$ cat src/rtl/score_pkg.sv
// score_pkg
// Shared definitions for the score renderer: font cell geometry, the
// decimal digit type, a default-width BCD array type and the conversion
// FSM state encoding.
package score_pkg;

    localparam int FONT_W     = 8;
    localparam int FONT_H     = 16;
    localparam int DEF_DIGITS = 5;

    typedef logic [3:0] digit_t;

    // Index 0 is the least significant (ones) digit.
    typedef digit_t [DEF_DIGITS-1:0] bcd_t;

    typedef enum logic [1:0] {
        ST_IDLE,
        ST_SHIFT,
        ST_COMMIT
    } state_t;

endpackage

$ cat src/rtl/bin2bcd_seq.sv
// bin2bcd_seq
// Sequential double-dabble binary to BCD converter, one input bit per clock.
// Ports:
//   clk, rst : clock and asynchronous active-high reset
//   start    : begin converting value (accepted only while idle)
//   value    : binary input, W bits
//   busy     : high from the start edge through the COMMIT cycle
//   done     : high during the single COMMIT cycle; bcd is final then
//   bcd      : N BCD digits, bcd[0] is the ones digit
module bin2bcd_seq
    import score_pkg::*;
#(
    parameter int W = 16,
    parameter int N = 5
) (
    input  logic             clk,
    input  logic             rst,
    input  logic             start,
    input  logic [W-1:0]     value,
    output logic             busy,
    output logic             done,
    output digit_t [N-1:0]   bcd
);

    localparam int CW = $clog2(W + 1);

    state_t          state;
    logic [W-1:0]    shreg;
    logic [CW-1:0]   cnt;
    digit_t [N-1:0]  adj;

    // Add-3 correction applied to every nibble before each shift, so the
    // nibble stays a valid decimal digit after doubling.
    always_comb begin
        adj = bcd;
        for (int i = 0; i < N; i++) begin
            if (bcd[i] >= 4'd5) begin
                adj[i] = bcd[i] + 4'd3;
            end
        end
    end

    // Conversion FSM. busy/done are registered alongside the state so they
    // track it exactly: busy covers SHIFT and COMMIT, done covers COMMIT.
    always_ff @(posedge clk or posedge rst) begin
        if (rst) begin
            state <= ST_IDLE;
            shreg <= '0;
            bcd   <= '0;
            cnt   <= '0;
            busy  <= 1'b0;
            done  <= 1'b0;
        end else begin
            case (state)
                ST_IDLE: begin
                    if (start) begin
                        shreg <= value;
                        bcd   <= '0;
                        cnt   <= CW'(W);
                        busy  <= 1'b1;
                        state <= ST_SHIFT;
                    end
                end
                ST_SHIFT: begin
                    {bcd, shreg} <= {adj, shreg} << 1;
                    cnt          <= cnt - 1'b1;
                    if (cnt == CW'(1)) begin
                        done  <= 1'b1;
                        state <= ST_COMMIT;
                    end
                end
                ST_COMMIT: begin
                    busy  <= 1'b0;
                    done  <= 1'b0;
                    state <= ST_IDLE;
                end
                default: begin
                    busy  <= 1'b0;
                    done  <= 1'b0;
                    state <= ST_IDLE;
                end
            endcase
        end
    end

endmodule

$ cat src/rtl/score_render.sv
// score_render
// Converts the binary game score to decimal and renders it through the
// digit font ROM as a registered per-pixel flag for the colour mapper.
// Ports:
//   Clk, Reset  : pixel clock and asynchronous active-high reset
//   score       : binary score value
//   score_load  : one-cycle request to convert and display score
//   DrawX/DrawY : current pixel column / row
//   font_addr   : registered font ROM address (digit*16 + row)
//   font_data   : ROM row for font_addr, bit 7 is the leftmost pixel
//   busy        : conversion in progress
//   score_on    : registered, current pixel is a lit score pixel
// Pixel latency from DrawX/DrawY to score_on is two clocks.
module score_render
    import score_pkg::*;
#(
    parameter int SCORE_W    = 16,
    parameter int NUM_DIGITS = 5,
    parameter int ORIGIN_X   = 16,
    parameter int ORIGIN_Y   = 16,
    parameter int BLANK_LEAD = 1
) (
    input  logic               Clk,
    input  logic               Reset,
    input  logic [SCORE_W-1:0] score,
    input  logic               score_load,
    input  logic [9:0]         DrawX,
    input  logic [9:0]         DrawY,
    output logic [10:0]        font_addr,
    input  logic [7:0]         font_data,
    output logic               busy,
    output logic               score_on
);

    localparam logic [10:0] X_LO = 11'(ORIGIN_X);
    localparam logic [10:0] X_HI = 11'(ORIGIN_X + FONT_W * NUM_DIGITS);
    localparam logic [10:0] Y_LO = 11'(ORIGIN_Y);
    localparam logic [10:0] Y_HI = 11'(ORIGIN_Y + FONT_H);

    logic                     conv_busy;
    logic                     conv_done;
    digit_t [NUM_DIGITS-1:0]  conv_bcd;
    digit_t [NUM_DIGITS-1:0]  disp;
    logic                     pending;
    logic [SCORE_W-1:0]       pend_val;
    logic                     start;
    logic [SCORE_W-1:0]       start_val;

    logic                     in_region;
    logic [9:0]               dx;
    logic [3:0]               row;
    digit_t                   sel_digit;
    logic                     sel_blank;
    logic                     zero_run;

    logic [2:0]               col_q;
    logic                     in_region_q;
    logic                     blank_q;

    // A fresh load while idle takes priority over an older pending value.
    assign start     = (score_load | pending) & ~conv_busy;
    assign start_val = score_load ? score : pend_val;
    assign busy      = conv_busy;

    bin2bcd_seq #(
        .W (SCORE_W),
        .N (NUM_DIGITS)
    ) u_bcd (
        .clk   (Clk),
        .rst   (Reset),
        .start (start),
        .value (start_val),
        .busy  (conv_busy),
        .done  (conv_done),
        .bcd   (conv_bcd)
    );

    // Display digits only change on the COMMIT cycle, so a frame never sees
    // a half-converted value. Loads arriving while busy (COMMIT included)
    // park in a one-deep pending slot, latest value wins.
    always_ff @(posedge Clk or posedge Reset) begin
        if (Reset) begin
            disp     <= '0;
            pending  <= 1'b0;
            pend_val <= '0;
        end else begin
            if (conv_done) begin
                disp <= conv_bcd;
            end
            if (score_load && conv_busy) begin
                pending  <= 1'b1;
                pend_val <= score;
            end else if (start) begin
                pending <= 1'b0;
            end
        end
    end

    // Region test in 11 bits so pixels left of or above the origin never
    // wrap into the field. Row uses only the low nibble: inside the region
    // the offset is 0..15, so modulo-16 subtraction is exact.
    always_comb begin
        in_region = ({1'b0, DrawX} >= X_LO) && ({1'b0, DrawX} < X_HI) &&
                    ({1'b0, DrawY} >= Y_LO) && ({1'b0, DrawY} < Y_HI);
        dx        = DrawX - X_LO[9:0];
        row       = DrawY[3:0] - Y_LO[3:0];
    end

    // Screen digit i (0 = leftmost) shows disp[NUM_DIGITS-1-i]. It is blanked
    // when it and every digit to its left are zero, except the rightmost.
    always_comb begin
        sel_digit = '0;
        sel_blank = 1'b0;
        zero_run  = 1'b1;
        for (int i = 0; i < NUM_DIGITS; i++) begin
            zero_run = zero_run & (disp[NUM_DIGITS-1-i] == 4'd0);
            if (dx[9:3] == 7'(i)) begin
                sel_digit = disp[NUM_DIGITS-1-i];
                sel_blank = (BLANK_LEAD != 0) && (i < NUM_DIGITS - 1) && zero_run;
            end
        end
    end

    // Stage 1 registers the ROM address plus the column, region and blank
    // qualifiers; stage 2 picks the glyph bit once the ROM row is back.
    always_ff @(posedge Clk or posedge Reset) begin
        if (Reset) begin
            font_addr   <= '0;
            col_q       <= '0;
            in_region_q <= 1'b0;
            blank_q     <= 1'b0;
            score_on    <= 1'b0;
        end else begin
            font_addr   <= in_region ? {3'b000, sel_digit, row} : 11'd0;
            col_q       <= dx[2:0];
            in_region_q <= in_region;
            blank_q     <= sel_blank;
            score_on    <= in_region_q & ~blank_q & font_data[3'd7 - col_q];
        end
    end

endmodule

$ cat config.mk
export PLATFORM = sky130hd
export DESIGN_NAME = score_render
export DESIGN_NICKNAME = d
export VERILOG_FILES = /design/src/rtl/score_pkg.sv /design/src/rtl/bin2bcd_seq.sv /design/src/rtl/score_render.sv
export SDC_FILE = /design/constraint.sdc
export NUM_CORES = 1
export LEC_CHECK = 0
export BUFFER_PORTS_ARGS = -buffer_cell sky130_fd_sc_hd__buf_2
export CAP_MARGIN = 20
export CORE_AREA = 2 2 121 76
export CTS_BUF_LIST = sky130_fd_sc_hd__clkbuf_8
export CTS_CLUSTER_SIZE = 25
export DETAILED_ROUTE_END_ITERATION = 12
export DIE_AREA = 0 0 123 78
export PLACE_DENSITY = 0.75
export RECOVER_POWER = 50
export SYNTH_ARGS = -nofsm -noshare
export SYNTH_HDL_FRONTEND = slang
export SYNTH_SLANG_ARGS = --single-unit
export TNS_END_PERCENT = 5
$ cat constraint.sdc
create_clock -name Clk -period 7.75 [get_ports Clk]
set_input_delay 0.3875 -clock Clk [delete_from_list [all_inputs] [get_ports Clk]]
set_output_delay 0.3875 -clock Clk [all_outputs]
set_load 0.005 [all_outputs]
==> results of run 1 <==
-- power groups by stage --
stage / combinational, mW / sequential [mW] / clock, mW
2_1_floorplan: 0.566 / 0.781 / 0
3_3_place_gp: 0.643 / 0.839 / 0
4_1_cts: 0.680 / 0.841 / 0.379
6_report: 0.676 / 0.843 / 0.369
3_5_place_dp: 0.675 / 0.850 / 0
5_1_grt: 0.756 / 0.865 / 0.399
-- state kept, by name (all words and copies together) (netlist names), 2 cells and up --
name / count
col_q: 3
disp: 20
font_addr: 8
pend_val: 16
u_bcd.bcd: 20
u_bcd.cnt: 5
u_bcd.shreg: 16
u_bcd.state: 2
-- how the worst max path moves through the flow --
stage                                       from                        end  slack [ps]  depth (start not counted)
final                                      Reset    pend_val[3]$_DFFE_PP0P_        4870                          4
after global routing                       Reset    pend_val[3]$_DFFE_PP0P_        4390                          4
after CTS                 u_bcd.busy$_DFFE_PP0P_  u_bcd.bcd[19]$_DFFE_PP0P_        5850                          5
after detailed placement              score_load  u_bcd.bcd[19]$_DFFE_PP0P_        5450                          6
after global placement                score_load   u_bcd.bcd[3]$_DFFE_PP0P_        5560                          6
after floorplan                            Reset          blank_q$_DFF_PP0_        4860                          1
-- per-stage QoR --
stage	setup WS, ps	hold WS [ps]
after floorplan	4860	383
after global placement	5560	314
after detailed placement	5450	321
after CTS	5850	113
after global routing	4390	124
final	4870	129
-- cell families after synthesis --
logic type               after synthesis
flip-flops                            96
AO/OA/AOI/OAI                         72
multiplexers                          65
AND/OR/NAND/NOR                       65
buffers and inverters                 36
adder cells (fa/ha/maj)               14
XOR/XNOR                              10
other                                  1
-- layer usage --
metal  vias up  GRT usage  wire [µm]
li1       1435          -          -
met1      1472      0.294       4480
met2        68      0.294       3960
met3         9     0.0676        542
met4         0     0.0443        103
met5         -          0          0
-- cells in the final DEF (no fill, tap or decap), types with 4 or more instances in the layout --
cell type and count:
a21oi_1 5, xor2_1 5, and3_2 5, clkbuf_8 9, clkbuf_1 8, mux2_2 41, buf_2 49, o31ai_1 6
dfrtp_1 96, nor2_1 7, nand2_1 28, o32ai_1 4, mux2i_1 18, a32o_1 5, xnor2_1 5, nand2b_1 5
nor4_1 5, o221a_2 14, a22oi_1 4, o21ai_0 14, o22ai_1 6, inv_1 17, ha_1 14
-- final cells by class --
type / instances / area (µm²)
Timing Repair Buffer: 61 / 320
Fill cell: 699 / 3260
Clock buffer: 9 / 124
Clock inverter: 7 / 103
Inverter: 18 / 68.8
Sequential cell: 96 / 2400
Multi-Input combinational cell: 229 / 1980
Tap cell: 112 / 140
-- critical path: cells and delay by family --
family / cells / cell delay, ps
buf+inv: 4 / 2550
==> reports/results.tsv, run 1 <==
stage	metric	value	unit
pwr	NetSw	672	µW
floorplanning	Die H	78	µm
floorplanning	Ports	60	
placed_design	HPWL Detailed	6470	µm
routing	TritonRoute pass-1 iters	4	
clock_network	CTS tree	yes	
final_layout	fraction of layout cells with a size suffix above 1	0.331	
floorplanning	Die ar.	9590	µm²
placed_design	placed inst area	4910	µm²
synthesis	top_reg_cell synth	dfrtp_1	
pwr	Clk pwr share	0.195	
clock_network	root buf cell	clkbuf_8	
outcome	failing checks	max-capacitance violations, max-slew violations	
final_layout	final-stage net count	476	
synthesis	Synth Area in Compound Gates	0.128	
clock_network	worst skew pair latency	380	ps
hold_path	Hold Path Sink	col_q[1]$_DFF_PP0_	
routing	Iter 0 DRT Violations	211	
final_layout	Final Instance Area	5140	µm²
clock_network	total CTS buffers	9	
grt	antenna violations before repair	0	
synthesis	largest family of logic cells by synthesized area	multiplexers	
final_layout	non-filler cells, final	532	
synthesis	post-synthesis instance area	4560	µm²
routing	routed vias	2984	
worst_setup_path	reg2reg setup slack	5840	ps
placed_design	Placer Congestion	0.820	
routing	Routed WL	9080	µm
routing	vias per cell	5.61	
sta	Worst-Margin Slew	2060	ps
outcome	outcome	complete, but fails checks	
pwr	PD cells	368	nW/µm²
synthesis	Synth area leaders	dfrtp_1 (53%), mux2_2 (10%), mux2i_1 (3.9%)	
pwr	Peak VDD IR	0.000188	V
synthesis	dominant cell type by area after synthesis	dfrtp_1	
floorplanning	Site Rows	26	
synthesis	Post-Synth Adder-Cell Area	0.0384	
grt	vias in the first global route	3033	
grt	largest net degree at the start of global routing	83	
final_layout	antenna cell count	0	
synthesis	post-synth top area share	0.526	
synthesis	synthesized instance count	359	
grt	first-pass GRT wire length	14800	µm
final_layout	Area Growth Syn to Fin	12.6	%
synthesis	ys async rst share	1.00	
sta	Slew headroom	-0.374	
clock_network	CTS-repair resized insts	0	
synthesis	number of synthesized flops with an enable pin	0	
sta	worst clock skew	8.53	ps
worst_setup_path	worst-path cell chain	dlygate4sd3_1 > buf_2 > clkinvlp_2 > clkbuf_1	
hold_path	hold path start	DrawX[1]	
worst_setup_path	critical path startpoint category	primary input	
clock_network	setup bufs post-CTS	0	
placed_design	Port-buffer cells	56	
sta	min cycle time layout	2880	ps
placed_design	DP Cell Count	514	
sta	Final Hold Vio Count	0	
routing	detailed-route wire length per cell	17.1	µm
clock_network	clock buffer depth	2	
pwr	Comb pwr share	0.358	
synthesis	Seq/Total Area, Yosys	0.526	
floorplanning	Core Area	8390	µm²
synthesis	count leader, synth	dfrtp_1	
pwr	sw frac	0.356	
floorplanning	Die Wd	123	µm
synthesis	#FFs+latches synth	96	
grt	all-layer global routing usage	0.202	
hold_path	Hold Crit Depth	1	
routing	antenna-violating nets left	0	
sta	unrepaired setup endpoints after global routing	false	
synthesis	syn avg cell area	12.7	µm²
sta	final worst-path cycle share	0.372	
sta	Setup-failing EPs final	0	
worst_setup_path	r2r endpoint	u_bcd.bcd[19]$_DFFE_PP0P_	
synthesis	XOR/XNOR share of the synthesized area	0.0192	
worst_setup_path	CP required	7830	ps
hold_path	HP Class	primary input to flop	
job	Max Cap Violations	1	
pwr	Int Pwr	1.22	mW
synthesis	Unique masters post-synth	51	
worst_setup_path	slowest CP cell	clkbuf_1	
synthesis	Ys Warns	0	
grt	GR Overflow Total	0	
sta	Max Slew Vio Count	37	
synthesis	post-synthesis mux area share	0.173	
routing	DRC violations left	0	
pwr	Seq pwr share	0.446	
pwr	Pwr Total	1.89	mW
worst_setup_path	CP Class	primary input to asynchronous set/reset pin	
sta	setup TNS	0	ps
worst_setup_path	FF-to-FF Start	u_bcd.busy$_DFFE_PP0P_	
worst_setup_path	CP Max Fanout	37	
worst_setup_path	crit-path max cell delay	1520	ps
synthesis	Commonest cells post-synth	dfrtp_1 (96), mux2_2 (41), nand2_1 (28)	
worst_setup_path	Worst Path Arrival	2970	ps
clock_network	H-tree depth	3	
clock_network	clk sinks	96	
clock_network	Reg clk slew, reported paths	90	ps
pwr	Leak	2.36	nW
sta	Max Clk Rate	0.347	GHz
worst_setup_path	Worst Reg-to-Reg Cells	5	
floorplanning	starting density of the core	0.544	
final_layout	final core utilization	0.612	
clock_network	hold-fix buffers at CTS	1	
worst_setup_path	critical path endpoint category	asynchronous set/reset pin	
synthesis	simple-gate portion of the synthesized area	0.0762	
Power figures use the tool's default switching activity.
==> inputs of run 2 (changes only) <==
- ABC_AREA: not set -> 1
- CORE_AREA: 2 2 121 76 -> 2 2 124 78
- DIE_AREA: 0 0 123 78 -> 0 0 126 80
- clock period: 7.75 -> 2.9 ns (I/O delays scaled with it)
==> run 2 against run 1 <==
The flow now finishes without violations. First-iteration DRC count up 74%. Global-route usage up 1.6 points. Non-clock buffer count up 8. Hold slack worse by 100 ps. Critical path depth unchanged. Sequential power rose to 2.6 times the previous value. Power rose to 2.6 times the previous value.
==> reports/results.tsv, run 2 <==
stage	metric	value	unit	change
sta	Slew headroom	0.247		was -0.374
pwr	Peak VDD IR	0.000454	V	was 0.000188 V
clock_network	clock buffer depth	2		unchanged
job	Max Cap Violations	0		was 1
placed_design	placed inst area	5130	µm²	was 4910 µm²
placed_design	Placer Congestion	0.881		was 0.820
sta	Setup-failing EPs final	0		unchanged
clock_network	H-tree depth	3		unchanged
worst_setup_path	worst-path cell chain	dlygate4sd3_1 > clkbuf_1 > clkinvlp_2 > clkbuf_2		was dlygate4sd3_1 > buf_2 > clkinvlp_2 > clkbuf_1
clock_network	setup bufs post-CTS	0		unchanged
grt	antenna violations before repair	0		unchanged
sta	final worst-path cycle share	0.679		
synthesis	Synth area leaders	dfrtp_1 (50%), nor2_1 (5.8%), nand2_1 (5.5%)		was dfrtp_1 (53%), mux2_2 (10%), mux2i_1 (3.9%)
pwr	PD cells	913	nW/µm²	was 368 nW/µm²
grt	vias in the first global route	3566		was 3033
clock_network	CTS-repair resized insts	0		unchanged
sta	Max Slew Vio Count	0		was 37
floorplanning	Core Area	8920	µm²	was 8390 µm²
routing	vias per cell	5.44		was 5.61
final_layout	Final Instance Area	5390	µm²	was 5140 µm²
sta	Final Hold Vio Count	0		unchanged
synthesis	synthesized instance count	520		was 359
synthesis	post-synth top area share	0.504		was 0.526
hold_path	HP Class	primary input to flop		unchanged
final_layout	number of fill cells	768		was 699
routing	met3 routed WL	595	µm	was 542 µm
floorplanning	Die ar.	10100	µm²	was 9590 µm²
synthesis	top_reg_cell synth	dfrtp_1		unchanged
sta	setup TNS	0	ps	unchanged
final_layout	commonest cells after routing, fill and taps aside	dfrtp_1 (96), nor2_1 (75), nand2_1 (70)		was dfrtp_1 (96), buf_2 (49), mux2_2 (41)
synthesis	dominant cell type by area after synthesis	dfrtp_1		unchanged
sta	min cycle time layout	1970	ps	
routing	Routed WL	10300	µm	was 9080 µm
final_layout	leading registers by flop count	disp x20, u_bcd.bcd x20		unchanged
final_layout	antenna cell count	0		unchanged
worst_setup_path	CP Class	primary input to asynchronous set/reset pin		unchanged
clock_network	Reg clk slew, reported paths	90	ps	about the same
routing	DRT met1 WL	5230	µm	was 4480 µm
clock_network	total CTS buffers	9		unchanged
final_layout	most common cell after layout, fill and taps aside	dfrtp_1		unchanged
synthesis	Unique masters post-synth	37		was 51
worst_setup_path	CP required	3220	ps	was 7830 ps
clock_network	clk sinks	96		unchanged
floorplanning	Ports	60		unchanged
synthesis	syn avg cell area	9.16	µm²	was 12.7 µm²
worst_setup_path	Worst Path Arrival	2290	ps	was 2970 ps
outcome	outcome	finished, final reports clean		was complete, but fails checks
grt	GR Overflow Total	0		unchanged
routing	DRC violations left	0		unchanged
worst_setup_path	slowest CP cell	clkbuf_2		was clkbuf_1
sta	worst clock skew	9.02	ps	was 8.53 ps
clock_network	hold-fix buffers at CTS	8		was 1
placed_design	HPWL Detailed	7370	µm	was 6470 µm
routing	TritonRoute pass-1 iters	5		was 4
synthesis	#FFs+latches synth	96		unchanged
worst_setup_path	critical path endpoint category	asynchronous set/reset pin		unchanged
worst_setup_path	crit-path max cell delay	970	ps	was 1520 ps
placed_design	Port-buffer cells	56		unchanged
final_layout	fraction of layout cells with a size suffix above 1	0.164		was 0.331
sta	unrepaired setup endpoints after global routing	false		unchanged
synthesis	count leader, synth	dfrtp_1		unchanged
synthesis	post-synthesis instance area	4760	µm²	was 4560 µm²
synthesis	Commonest cells post-synth	dfrtp_1 (96), nor2_1 (74), nand2_1 (70)		was dfrtp_1 (96), mux2_2 (41), nand2_1 (28)
sta	Worst-Margin Slew	1130	ps	was 2060 ps
worst_setup_path	critical path startpoint category	primary input		unchanged
grt	largest net degree at the start of global routing	48		was 83
synthesis	ys async rst share	1.00		unchanged
sta	Max Clk Rate	0.508	GHz	
routing	Iter 0 DRT Violations	367		was 211
synthesis	number of synthesized flops with an enable pin	0		unchanged
routing	highest metal layer with signal wires	met4		unchanged
final_layout	final-stage net count	642		was 476
final_layout	final core utilization	0.604		was 0.612
grt	all-layer global routing usage	0.218		was 0.202
pwr	Leak	2.57	nW	was 2.36 nW
floorplanning	Die Wd	126	µm	was 123 µm
sta	Worst Hold Slack	24.3	ps	was 129 ps
routing	routed vias	3818		was 2984
routing	detailed-route wire length per cell	14.7	µm	was 17.1 µm
routing	antenna-violating nets left	0		unchanged
final_layout	Area Growth Syn to Fin	13.0	%	was 12.6%
clock_network	root buf cell	clkbuf_8		unchanged
floorplanning	starting density of the core	0.534		was 0.544
routing	routed wl met2	4330	µm	was 3960 µm
synthesis	Ys Warns	0		unchanged
floorplanning	Die H	80	µm	was 78 µm
synthesis	Seq/Total Area, Yosys	0.504		was 0.526
worst_setup_path	CP Max Fanout	47		was 37
clock_network	worst skew pair latency	370	ps	was 380 ps
grt	first-pass GRT wire length	17300	µm	was 14800 µm
floorplanning	Site Rows	27		was 26
clock_network	CTS tree	yes		unchanged
[run 2: path summary, 6_finish.rpt]
kind                            cells past startpoint                    endpoint  slack, ps                       start
min in group asynchronous                           3         disp[4]$_DFFE_PP0P_        440                       Reset
max in group Clk                                    7  u_bcd.shreg[1]$_DFFE_PP0P_        940  u_bcd.state[1]$_DFFE_PP0P_
worst min-delay path                                2    pend_val[10]$_DFFE_PP0P_         20                   score[10]
worst min register to register                      2          score_on$_DFF_PP0_        480           blank_q$_DFF_PP0_
worst max-delay path                                4      font_addr[5]$_DFF_PP0_        930                       Reset
worst max register to register                      7  u_bcd.shreg[1]$_DFFE_PP0P_        940  u_bcd.state[1]$_DFFE_PP0P_
[run 2: final cells by class]
class | instances | area (µm²) | share of cell area
Timing Repair Buffer | 69 | 383 | 0.0711
Multi-Input combinational cell | 343 | 2020 | 0.375
Inverter | 62 | 235 | 0.0437
Sequential cell | 96 | 2400 | 0.446
Clock inverter | 5 | 48.8 | 0.00906
Clock buffer | 11 | 151 | 0.0281
Tap cell | 116 | 145 | 0.0270
[run 2: metrics by stage]
step	std cells	setup WS, ps	total power, mW
after floorplan	522	250	3.56
after global placement	678	919	3.93
after detailed placement	678	841	4.03
after CTS	702	951	4.93
after global routing	702	580	5.29
final	702	930	4.92
[run 2: layer usage]
metal | track usage | up-vias
met5 | 0 | -
met4 | 0.0648 | 0
met3 | 0.0536 | 18
met2 | 0.317 | 119
met1 | 0.325 | 1827
li1 | - | 1854
[run 2: power by group]
part	total [mW]	switching, mW	internal, mW	leakage [nW]
logic	1.82	1.12	0.697	1.25
registers	2.22	0.378	1.84	1.22
clock network	0.877	0.440	0.437	0.109
total	4.92	1.94	2.98	2.57
[run 2: critical path: cells and delay by family]
kind / cells / cell delay (ps)
buffers and inverters: 4 / 2120
[run 2: kinds of logic after synthesis]
family                     count (synthesis)  share of synthesized area
muxes                                     31                     0.0691
buffers and inverters                     83                     0.0730
adders and majority gates                 14                     0.0368
other                                      1                   0.000787
xor gates and xnor gates                   9                     0.0165
and+or+nand+nor                          191                      0.174
AOI/OAI and AO/OA                         95                      0.126
DFF                                       96                      0.504
